--- src/rtl/ram_seq_pkg.sv ---
// Shared types and sizing for the burst sequencer that fronts a 16-word single-port RAM.
package ram_seq_pkg;

    localparam int DATA_W_DFLT = 8;
    localparam int ADDR_W_DFLT = 4;
    localparam int DEPTH       = 16;

    typedef enum logic [1:0] {
        IDLE  = 2'd0,
        WRITE = 2'd1,
        READ  = 2'd2,
        DONE  = 2'd3
    } state_e;

endpackage

--- src/rtl/ram_seq_rdbuf.sv ---
// Single-entry read output register: holds one captured RAM word until the consumer takes it.
module ram_seq_rdbuf #(
    parameter int DATA_W = 8
) (
    input  logic              clk,
    input  logic              rst_n,
    input  logic              cap_i,
    input  logic [DATA_W-1:0] din_i,
    input  logic              rd_ready_i,
    output logic              space_o,
    output logic              rd_valid_o,
    output logic [DATA_W-1:0] rd_data_o
);

    logic              valid_q;
    logic [DATA_W-1:0] data_q;

    // A new word may land when empty, or when the held word leaves on this same edge.
    assign space_o    = !valid_q || rd_ready_i;
    assign rd_valid_o = valid_q;
    assign rd_data_o  = data_q;

    always_ff @(posedge clk or negedge rst_n) begin
        if (!rst_n) begin
            valid_q <= 1'b0;
            data_q  <= '0;
        end else if (cap_i) begin
            valid_q <= 1'b1;
            data_q  <= din_i;
        end else if (rd_ready_i) begin
            valid_q <= 1'b0;
        end
    end

endmodule

--- src/rtl/ram_seq.sv ---
// Burst sequencer: turns one command into 1..16 address-incrementing RAM beats with stream handshakes.
module ram_seq
    import ram_seq_pkg::*;
#(
    parameter int DATA_W = DATA_W_DFLT,
    parameter int ADDR_W = ADDR_W_DFLT
) (
    input  logic              clk,
    input  logic              rst_n,
    input  logic              cmd_valid,
    output logic              cmd_ready,
    input  logic              cmd_write,
    input  logic [ADDR_W-1:0] cmd_addr,
    input  logic [ADDR_W-1:0] cmd_len,
    input  logic              wr_valid,
    output logic              wr_ready,
    input  logic [DATA_W-1:0] wr_data,
    output logic              rd_valid,
    input  logic              rd_ready,
    output logic [DATA_W-1:0] rd_data,
    output logic              busy,
    output logic              done,
    output logic [ADDR_W-1:0] Address,
    output logic [DATA_W-1:0] Dout,
    input  logic [DATA_W-1:0] Din,
    output logic              WE,
    output logic              CS
);

    state_e            state_q;
    logic [ADDR_W-1:0] addr_q, addr_d;
    logic [ADDR_W-1:0] cnt_q, cnt_d;
    logic              rd_space;
    logic              wr_beat, rd_beat, beat;

    assign addr_d = addr_q + 1'b1;
    assign cnt_d  = cnt_q - 1'b1;

    // WE only exists in WRITE and a capture only in READ, so they can never coincide.
    assign wr_beat = (state_q == WRITE) && wr_valid;
    assign rd_beat = (state_q == READ) && rd_space;
    assign beat    = wr_beat || rd_beat;

    assign cmd_ready = (state_q == IDLE);
    assign busy      = (state_q != IDLE);
    assign done      = (state_q == DONE);
    assign CS        = (state_q == WRITE) || (state_q == READ);
    assign wr_ready  = (state_q == WRITE);
    assign WE        = wr_beat;
    assign Dout      = wr_beat ? wr_data : '0;
    assign Address   = addr_q;

    always_ff @(posedge clk or negedge rst_n) begin
        if (!rst_n) begin
            state_q <= IDLE;
            addr_q  <= '0;
            cnt_q   <= '0;
        end else begin
            case (state_q)
                IDLE: begin
                    if (cmd_valid) begin
                        addr_q  <= cmd_addr;
                        cnt_q   <= cmd_len;
                        state_q <= cmd_write ? WRITE : READ;
                    end
                end
                WRITE, READ: begin
                    if (beat) begin
                        addr_q <= addr_d;
                        cnt_q  <= cnt_d;
                        if (cnt_q == '0) state_q <= DONE;
                    end
                end
                DONE:    state_q <= IDLE;
                default: state_q <= IDLE;
            endcase
        end
    end

    ram_seq_rdbuf #(
        .DATA_W(DATA_W)
    ) u_rdbuf (
        .clk       (clk),
        .rst_n     (rst_n),
        .cap_i     (rd_beat),
        .din_i     (Din),
        .rd_ready_i(rd_ready),
        .space_o   (rd_space),
        .rd_valid_o(rd_valid),
        .rd_data_o (rd_data)
    );

endmodule

--- config.mk ---
export PLATFORM = sky130hd
export DESIGN_NAME = ram_seq
export DESIGN_NICKNAME = d
export VERILOG_FILES = /design/src/rtl/ram_seq_pkg.sv /design/src/rtl/ram_seq_rdbuf.sv /design/src/rtl/ram_seq.sv
export SDC_FILE = /design/constraint.sdc
export NUM_CORES = 1
export LEC_CHECK = 0
export ABC_CLOCK_PERIOD_IN_PS = 3000
export BUFFER_PORTS_ARGS = -buffer_cell sky130_fd_sc_hd__buf_2
export CAP_MARGIN = 0
export CORE_ASPECT_RATIO = 1.5
export CORE_UTILIZATION = 48
export DETAILED_ROUTE_END_ITERATION = 6
export HOLD_SLACK_MARGIN = 0.06
export PLACE_DENSITY = 0.92
export SLEW_MARGIN = 20
export SYNTH_ARGS = -nofsm -noshare
export SYNTH_HDL_FRONTEND = slang
export SYNTH_SLANG_ARGS = --single-unit
export TNS_END_PERCENT = 5
--- constraint.sdc ---
create_clock -name clk -period 3 [get_ports clk]
set_input_delay 0.15 -clock clk [delete_from_list [all_inputs] [get_ports clk]]
set_output_delay 0.15 -clock clk [all_outputs]
set_load 0.05 [all_outputs]
# Word level (Yosys, flattened, before mapping)
# Index checks and enable logic that the tools add are counted.
totals:
  ff_bits: 19
op_classes:
  n_addsub: 2
  n_eq_ne: 6
  n_mux: 14
  reduce_logical: 14
op_table:
  columns: ["op", "n"]
  rows:
  - ["4-bit 2-to-1 mux", 4]
  - ["4-bit one-hot mux with 2 select lines", 2]
  - ["2-bit 2-to-1 mux", 4]
  - ["8-bit 2-to-1 mux", 1]
  - ["2-bit != test (second input constant)", 3]
  - ["2-bit one-hot mux with 3 select lines", 1]
  - ["3-bit AND reduction", 2]
  - ["2-bit nonzero test", 3]
  - ["4-bit by 1-bit adder with 4-bit output (second input constant)", 1]
  - ["2-bit equality test (second input constant)", 2]
  - ["4-bit logical NOT", 1]
  - ["4-bit by 1-bit subtractor with 4-bit output (second input constant)", 1]
  - ["1-bit logical OR", 3]
  - ["2-bit by 1-bit equality test with 1-bit output (second input constant)", 1]
  - ["1-bit logical AND", 2]
  - ["2-bit logical NOT", 1]
  - ["1-bit 2-to-1 mux", 2]
  - ["2-bit OR reduction", 1]
  - ["1-bit logical NOT", 1]

# Depth between registers and ports, before layout
# Gate-level depths: netlist (run 1).
logic_depth:
  ltp_word: 6
  depth_mapped: 7
  ltp_nobuf: 7

# Cells and area by module
# Synthesis (run 1) repeated with hierarchy kept, for this count alone.
unflattened:
  cells_unflattened: 106
  area_unflattened_um2: 1188.6
modules_own_cells:
  columns: ["module", "instances", "cells_each", "area_per_inst_um2", "seq_area_each_um2"]
  rows:
  - ["ram_seq", 1, 86, 819.5, 250.2]
  - ["ram_seq_rdbuf", 1, 20, 369.1, 225.2]

# Worst setup path before layout (run 1)
# Ideal clock, no wire load.
synth_path:
  path_kind: "reg2reg"
  start: "reg state_q[1]"
  end: "reg addr_q[2], in the netlist Address[2]"
  arrival_time_ns: 1.925
  slack_ns: 0.951
  path_stages_with_launch: 8
  period_less_slack_ns: 2.049
  path_cell_list: "dfrtp_1 -> inv_1 -> ha_1 -> and2_4 -> a21oi_4 -> a21o_4 -> o21ai_2 -> a21oi_2"
synth_via:
  elab_chain_cells: 5
  elab_cells_between_ends: 12
synth_lines:
  columns: ["item", "line_no", "source"]
  rows:
  - ["start, declared", "ram_seq.sv:30", "state_e state_q;"]
  - ["start signal, assigned", "ram_seq.sv:64", "state_q <= cmd_write ? WRITE : READ;"]
  - ["2-bit by 1-bit equality test with 1-bit output", null, null]
  - ["named net wr_ready", "ram_seq.sv:16", "output logic wr_ready,"]
  - ["1-bit logical AND", "ram_seq.sv:40", "assign wr_beat = (state_q == WRITE) && wr_valid;"]
  - ["named net WE", "ram_seq.sv:26", "output logic WE,"]
  - ["1-bit logical OR", "ram_seq.sv:42", "assign beat = wr_beat || rd_beat;"]
  - ["2-bit != test (no line)", null, null]
  - ["3-bit AND reduction (no line)", null, null]
  - ["end signal, assigned", "ram_seq.sv:62", "addr_q <= cmd_addr;"]
  - ["end signal, assigned", "ram_seq.sv:69", "addr_q <= addr_d;"]
  - ["end, declared", "ram_seq.sv:31", "logic [ADDR_W-1:0] addr_q, addr_d;"]
# The timed path passes the listed nets, and every way through them passes these cells.
# A chain may end at the register's enable or synchronous reset.

# Worst setup path in the final report (run 1)
layout_path:
  start: "reg state_q[0]"
  end: "reg cnt_q[2]"
layout_via:
  elab_chain_cells: 5
  elab_cells_between_ends: 12
layout_lines:
  columns: ["item", "line_no", "source"]
  rows:
  - ["2-bit by 1-bit equality test with 1-bit output or 2-bit equality test (tied branches)", "ram_seq.sv:40, ram_seq.sv:59, ram_seq.sv:41", null]
  - ["1-bit logical AND, on equally long branches", "ram_seq.sv:40, ram_seq.sv:41", null]
  - ["1-bit logical OR", "ram_seq.sv:42", null]
  - ["2-bit != test (no line)", null, null]
  - ["3-bit AND reduction (no line)", null, null]
  - ["end signal, assigned", "ram_seq.sv:63", "cnt_q <= cmd_len;"]
  - ["end signal, assigned", "ram_seq.sv:70", "cnt_q <= cnt_d;"]
  - ["end, declared", "ram_seq.sv:32", "logic [ADDR_W-1:0] cnt_q, cnt_d;"]
# Several ways; a longest one is shown, not always the timed one.

==> summary.txt, run 1 <==
outcome -> finished, final reports clean
synth warn -> 0
Hold Crit Class -> in -> reg
leading area contributor after synthesis -> dfrtp_1
core area -> 2207 um^2
CTS tree -> yes
clock insertion delay at the later pin of the skew report -> 300 ps
total track usage -> 18.83%
period utilization -> 72.05%
Final min period -> 2162 ps
DR WL/cell -> 12.12 um
Root Driver -> clkbuf_4
number of global-route vias before repair -> 807
Compound-Gate Fraction of Synth Area -> 16.14%
fmax -> 462.6 MHz
cts bufs inserted -> 3
number of cells produced by synthesis -> 104
Least-Margin Pin Slew -> 714.9 ps
Port Buffers -> 56
remaining routing DRC violations -> 0
number of gates resized after cts -> 0
most common cell after layout, fill and taps aside -> buf_2
top post-synthesis cells by area -> dfrtp_1 43%, mux2_2 8.1%, ha_1 7.8%, and3_2 4.7%, mux2i_1 4.5%
Filler Cell Count -> 182
register clock-pin slew on the reported worst setup and hold paths -> 110 ps
Post-layout nets -> 201
H-tree levels -> 1
CP cell instances -> inv_1, ha_1, o21ai_2, or2_2, o22ai_1, a21oi_2
critical path's largest stage delay -> 760 ps
Initial DRC Count -> 11
final wirelength -> 2254 um
register area share after synthesis -> 42.60%
mux contribution to synthesized area -> 12.56%
area occupied by multi-input gates -> 605.6 um^2
Final Skew -> 9.964 ps
# rows -> 21
Max Slew Vio Count -> 0
Worst Setup End Kind -> register
Synth Register Bits -> 19
Seq. cell area -> 475.5 um^2
largest net degree at the start of global routing -> 20
post-synth top area share -> 42.60%
vias -> 980
unrepaired setup endpoints after global routing -> no
starting density of the core -> 50.57%
share of layout cells above drive strength 1 -> 56.44%
Max Root-Sink Buffers -> 2
total of max-cap violations -> 0
Slew HR -> 52.34%
most frequent cells in the layout -> 56 x buf_2, 19 x dfrtp_1, 11 x nand2_1
CP Max Fanout -> 19
Final HPWL DP -> 1811 um
crit path buf inv count -> 1
GRT Residual Overflow -> 0
final hold violations -> 0
Mapped Area -> 1116 um^2
Largest delay share family, worst path -> adder cells
# IOs -> 57
first-pass GRT wire length -> 3298 um
syn_nets -> 141
CP Data Required Time -> 3160 ps
CP Class -> reg -> reg
die area -> 2526 um^2
DRT Pass-1 Iters -> 4
adder-cell area share of the yosys netlist -> 7.848%
Fin Hold WS -> 75.46 ps
clk sink count -> 19
CP Launch Type -> register
initial antenna violation count -> 0
Final Setup Violations -> 0
via/cell ratio -> 5.269
ys flop type -> dfrtp_1
asr flop ratio synth -> 100.0%
# diodes -> 0
largest family of logic cells by synthesized area -> simple AND/OR/NAND/NOR gates
Die Y -> 61.06 um
Avg Cell Area, Syn -> 10.73 um^2
area grow syn2layout -> 29.93%
XOR/XNOR share of the synthesized area -> 0.7848%
CP max-delay cell -> ha_1
post-synthesis simple-gate area fraction -> 16.93%
Die X -> 41.37 um
Final ANT Viol Nets -> 0
data arrival time of the worst path -> 2320 ps
GP Congestion -> 0.7939
Setup TNS -> 0 ps
Synth cell types -> 27
Post-synth EDFFs -> 0
-- cells in the mapped netlist (2+ instances only) --
master / count
o22ai_1: 3
nand2_1: 11
mux2_2: 8
mux2i_1: 5
nor2_1: 2
o21ai_2: 4
a21oi_2: 3
nand3_1: 3
o21ai_0: 5
and3_2: 7
inv_1: 6
or2_2: 4
ha_1: 7
nand2b_1: 2
o211ai_1: 3
a21oi_4: 2
dfrtp_1: 19
-- final timing paths --
kind / startpoint / end / slack [ps] / depth (start not counted)
min in group asynchronous: rst_n / u_rdbuf.rd_data_o[2] / 300 / 2
setup / recovery: state_q[0] / cnt_q[2] / 840 / 6
hold reg to reg: u_rdbuf.rd_data_o[3] / u_rdbuf.rd_data_o[3] / 510 / 1
hold / removal: Din[2] / u_rdbuf.rd_data_o[2] / 80 / 2
max in group asynchronous: rst_n / state_q[0] / 2390 / 2
setup reg to reg: state_q[0] / cnt_q[2] / 840 / 6
-- metrics by stage --
step	util, %	cells	worst slack, ps	instance area [um^2]
finish	65.70	186	838.4	1450
global route	65.70	186	681.6	1450
CTS	65.70	186	839.2	1450
detailed placement	64.00	181	859.6	1413
global placement	64.00	181	975.0	1413
floorplan	-	104	950.8	1116
-- cell families (layout without fill, tap and decap cells) --
kind of cell,after synthesis,count (layout)
buffers and inverters,8,67
adder cells (fa/ha/maj),7,7
multiplexers,13,13
XOR/XNOR,1,1
flip-flops,19,19
AND/OR/NAND/NOR,34,34
AO/OA/AOI/OAI,22,22
-- cell type report --
cell class / count / share of cell area [%]
multi-input combinational: 77 / 41.76
sequential: 19 / 32.79
timing repair buffer: 57 / 20.02
tap: 23 / 1.984
clock buffer: 3 / 1.553
inverter: 6 / 1.553
clock inverter: 1 / 0.3451
-- worst reg2reg max path, cell delays in order, from the launching register on --
cell	delay [ps]
dfrtp_1	390
inv_1	100
ha_1	760
o21ai_2	210
or2_2	350
o22ai_1	180
a21oi_2	40
-- repair_timing --
item | in CTS | in global routing
setup buffers | 0 | 0
hold endpoints to repair | 19 | 0
hold buffers | 1 | 0
-- state kept, by name (all words and copies together) (netlist names) --
register,cells
u_rdbuf.rd_valid_o,1
state_q,2
u_rdbuf.rd_data_o,8
cnt_q,4
Address,4
-- metal layers --
metal | vias to the layer above | track usage, % | share of wire [%]
li1 | 480 | - | -
met4 | 0 | 5.991 | 1.6
met1 | 446 | 20.71 | 38
met2 | 49 | 35.04 | 53
met3 | 5 | 2.527 | 7.5
met5 | - | 0 | 0
Power of run 1 is not shown: default switching activity piles up to over one toggle a cycle in this logic, so the estimate is an artifact.
==> inputs of run 2 (changes only) <==
--- a/config.mk
+++ b/config.mk
@@ -5,14 +5,14 @@
 export SDC_FILE = /design/constraint.sdc
 export NUM_CORES = 1
 export LEC_CHECK = 0
-export ABC_CLOCK_PERIOD_IN_PS = 3000
+export ABC_CLOCK_PERIOD_IN_PS = 1810
 export BUFFER_PORTS_ARGS = -buffer_cell sky130_fd_sc_hd__buf_2
 export CAP_MARGIN = 0
 export CORE_ASPECT_RATIO = 1.5
-export CORE_UTILIZATION = 48
+export CORE_UTILIZATION = 40
 export DETAILED_ROUTE_END_ITERATION = 6
 export HOLD_SLACK_MARGIN = 0.06
-export PLACE_DENSITY = 0.92
+export PLACE_DENSITY = 0.83
 export SLEW_MARGIN = 20
 export SYNTH_ARGS = -nofsm -noshare
 export SYNTH_HDL_FRONTEND = slang
==> constraint.sdc (replaced) <==
create_clock -name clk -period 1.81 [get_ports clk]
set_input_delay 0.0905 -clock clk [delete_from_list [all_inputs] [get_ports clk]]
set_output_delay 0.0905 -clock clk [all_outputs]
set_load 0.05 [all_outputs]
==> run 2 against run 1 <==
  * Worst hold slack worse by 16 ps
  * Cell count is 12% higher
  * Worst setup slack got worse by 730 ps
  * Critical path depth did not move
  * Cell area rose by 9.6%
  * First-iteration DRC count grew 36%
  * Routed wire length grew 10%
  * Clock-buffer cell count unchanged
  * Non-clock buffer count is 8 higher
  * Sequential share of layout area shrank 2.9 points
==> summary.txt, run 2 (same netlist as run 1, synthesis figures left out) <==
die area -> 3010 um^2 (+19%)
Final WS setup -> 104.4 ps (-734.0 ps)
Final Skew -> 4.367 ps (-5.598 ps)
crit path buf inv count -> 2 (+1)
most frequent cells in the layout -> 55 x buf_2, 19 x dfrtp_1, 11 x nand2_1
period utilization -> 94.23% (+22 points)
most common cell after layout, fill and taps aside -> buf_2
largest net degree at the start of global routing -> 20 (unchanged)
Final min period -> 1706 ps (-456.0 ps)
register clock-pin slew on the reported worst setup and hold paths -> 80 ps (-30 ps)
Final HPWL DP -> 1969 um (+8.7%)
clock insertion delay at the later pin of the skew report -> 260 ps (-40 ps)
DR WL/cell -> 11.94 um (-1.5%)
CP cell instances -> inv_1, ha_4, buf_4, or2_2, o22ai_1, a21oi_2
met1 usage -> 17.50% (-3.2 points)
Hold Path Stages -> 2 (unchanged)
share of layout cells above drive strength 1 -> 56.73% (+0.28 points)
fmax -> 586.3 MHz (+27%)
outcome -> finished, final reports clean
worst r2r src -> state_q[1]
data arrival time of the worst path -> 1850 ps (-470 ps)
Worst R2R End -> cnt_q[2]
total track usage -> 18.65% (-0.18 points)
Post-DP Area -> 1463 um^2 (+3.5%)
CP Class -> reg -> reg
starting density of the core -> 42.15% (-8.4 points)
Slew HR -> 72.10% (+20 points)
Worst Hold Path EP -> u_rdbuf.rd_data_o[3]
Die X -> 45.13 um (+9.1%)
Post-layout nets -> 209 (+4.0%)
Inst Count DP -> 196 (+8.3%)
area occupied by multi-input gates -> 630.6 um^2 (+4.1%)
pre-CTS setup slack -> 81.78 ps (-777.8 ps)
clk sink count -> 19 (unchanged)
core area -> 2648 um^2 (+20%)
critical path's largest stage delay -> 400 ps (-360 ps)
GP Congestion -> 0.8255 (+4.0%)
Root Driver -> clkbuf_8
Seq. cell area -> 475.5 um^2 (unchanged)
Port Buffers -> 56 (unchanged)
Initial DRC Count -> 15 (+4)
remaining routing DRC violations -> 0 (unchanged)
path depth of the worst reg2reg path -> 6 (unchanged)
hold path start -> Din[3]
Max Slew Vio Count -> 0 (unchanged)
CP Data Required Time -> 1960 ps (-1200 ps)
Least-Margin Pin Slew -> 418.5 ps (-296.4 ps)
Final Setup Violations -> 0 (unchanged)
area grow syn2layout -> 42.38%
M2 GR Usage -> 35.69% (+0.64 points)
number of global-route vias before repair -> 1030 (+28%)
Final ANT Viol Nets -> 0 (unchanged)
DRT Pass-1 Iters -> 4 (unchanged)
GR Layer Usage met3 -> 2.981% (+0.45 points)
via/cell ratio -> 4.938 (-6.3%)
cts bufs inserted -> 3 (unchanged)
GRT Residual Overflow -> 0 (unchanged)
CP Max Fanout -> 7 (-12)
CP Launch Type -> register
CP max-delay cell -> dfrtp_1
reg2reg setup slack -> 100 ps (-730 ps)
Filler Cell Count -> 236 (+30%)
Largest delay share family, worst path -> flip-flops
# IOs -> 57 (unchanged)
initial antenna violation count -> 0 (unchanged)
Die Y -> 66.70 um (+9.2%)
CTS tree -> yes
vias -> 1027 (+4.8%)
post-route cell area -> 1589 um^2 (+9.6%)
Finished Layout Cells -> 208 (+12%)
H-tree levels -> 1 (unchanged)
Worst Setup End Kind -> register
GRT busiest layer -> met2
Fin Hold WS -> 58.97 ps (-16.49 ps)
# rows -> 23 (+9.5%)
total of max-cap violations -> 0 (unchanged)
Max Root-Sink Buffers -> 2 (unchanged)
# diodes -> 0 (unchanged)
Hold Crit Class -> in -> reg
final hold violations -> 0 (unchanged)
final wirelength -> 2484 um (+10%)
first-pass GRT wire length -> 4084 um (+24%)
max reg flops -> 8 (unchanged)
-- run 2: cell types whose count changed in the layout (fill, tap and decap cells not counted) --
cell           change
clkbuf_8           +3
clkinvlp_4         +1
dlygate4sd3_1      +5
buf_4              +3
clkbuf_4           -2
buf_2              -1
clkinv_2           -1
ha_4               +2
ha_1               -2
-- run 2: routing by layer --
metal / up-vias / part of all wire [%]
li1: 495 / -
met1: 469 / 38
met2: 54 / 52
met3: 9 / 6.7
met4: 0 / 2.8
met5: - / 0
-- run 2: through the flow --
step           utilization (%)  setup TNS, ps
2_1_floorplan                -              0
3_3_place_gp             55.25              0
3_5_place_dp             55.25              0
4_1_cts                  58.98              0
5_1_grt                  60.02         -41.90
6_report                 60.02              0
-- run 2: repair_timing --
action / 4_1_cts / 5_1_grt
setup buffers: 0 / 2
resized for setup: 0 / 1
endpoints found under the hold margin: 23 / 1
endpoints found under the setup margin: 0 / 4
hold buffers: 5 / 1
-- run 2: worst max-delay path by stage --
| stage | from | slack (ps) | cells after the start | endpoint |
|---|---|---|---|---|
| 6_report | state_q[1] | 100 | 6 | cnt_q[2] |
| 5_1_grt | state_q[1] | -40 | 6 | cnt_q[2] |
| 4_1_cts | state_q[0] | 30 | 4 | CS |
| 3_5_place_dp | state_q[0] | 80 | 6 | cnt_q[2] |
| 3_3_place_gp | state_q[0] | 170 | 6 | Address[2] |
| 2_1_floorplan | state_q[0] | 30 | 7 | Address[2] |
-- run 2: area by class of cell --
| cell class | count | area share (%) |
|---|---|---|
| Inverter | 6 | 1.417 |
| Clock buffer | 3 | 2.598 |
| Timing Repair Buffer | 65 | 22.99 |
| Tap cell | 37 | 2.913 |
| Sequential cell | 19 | 29.92 |
| Clock inverter | 1 | 0.4724 |
| Multi-Input combinational cell | 77 | 39.69 |
-- run 2: worst reg2reg max path, cell delays in order, from the launching register on --
cell,delay (ps)
dfrtp_1,400
inv_1,190
ha_4,260
buf_4,160
or2_2,320
o22ai_1,200
a21oi_2,60
Power of run 2 is left out for the same reason.
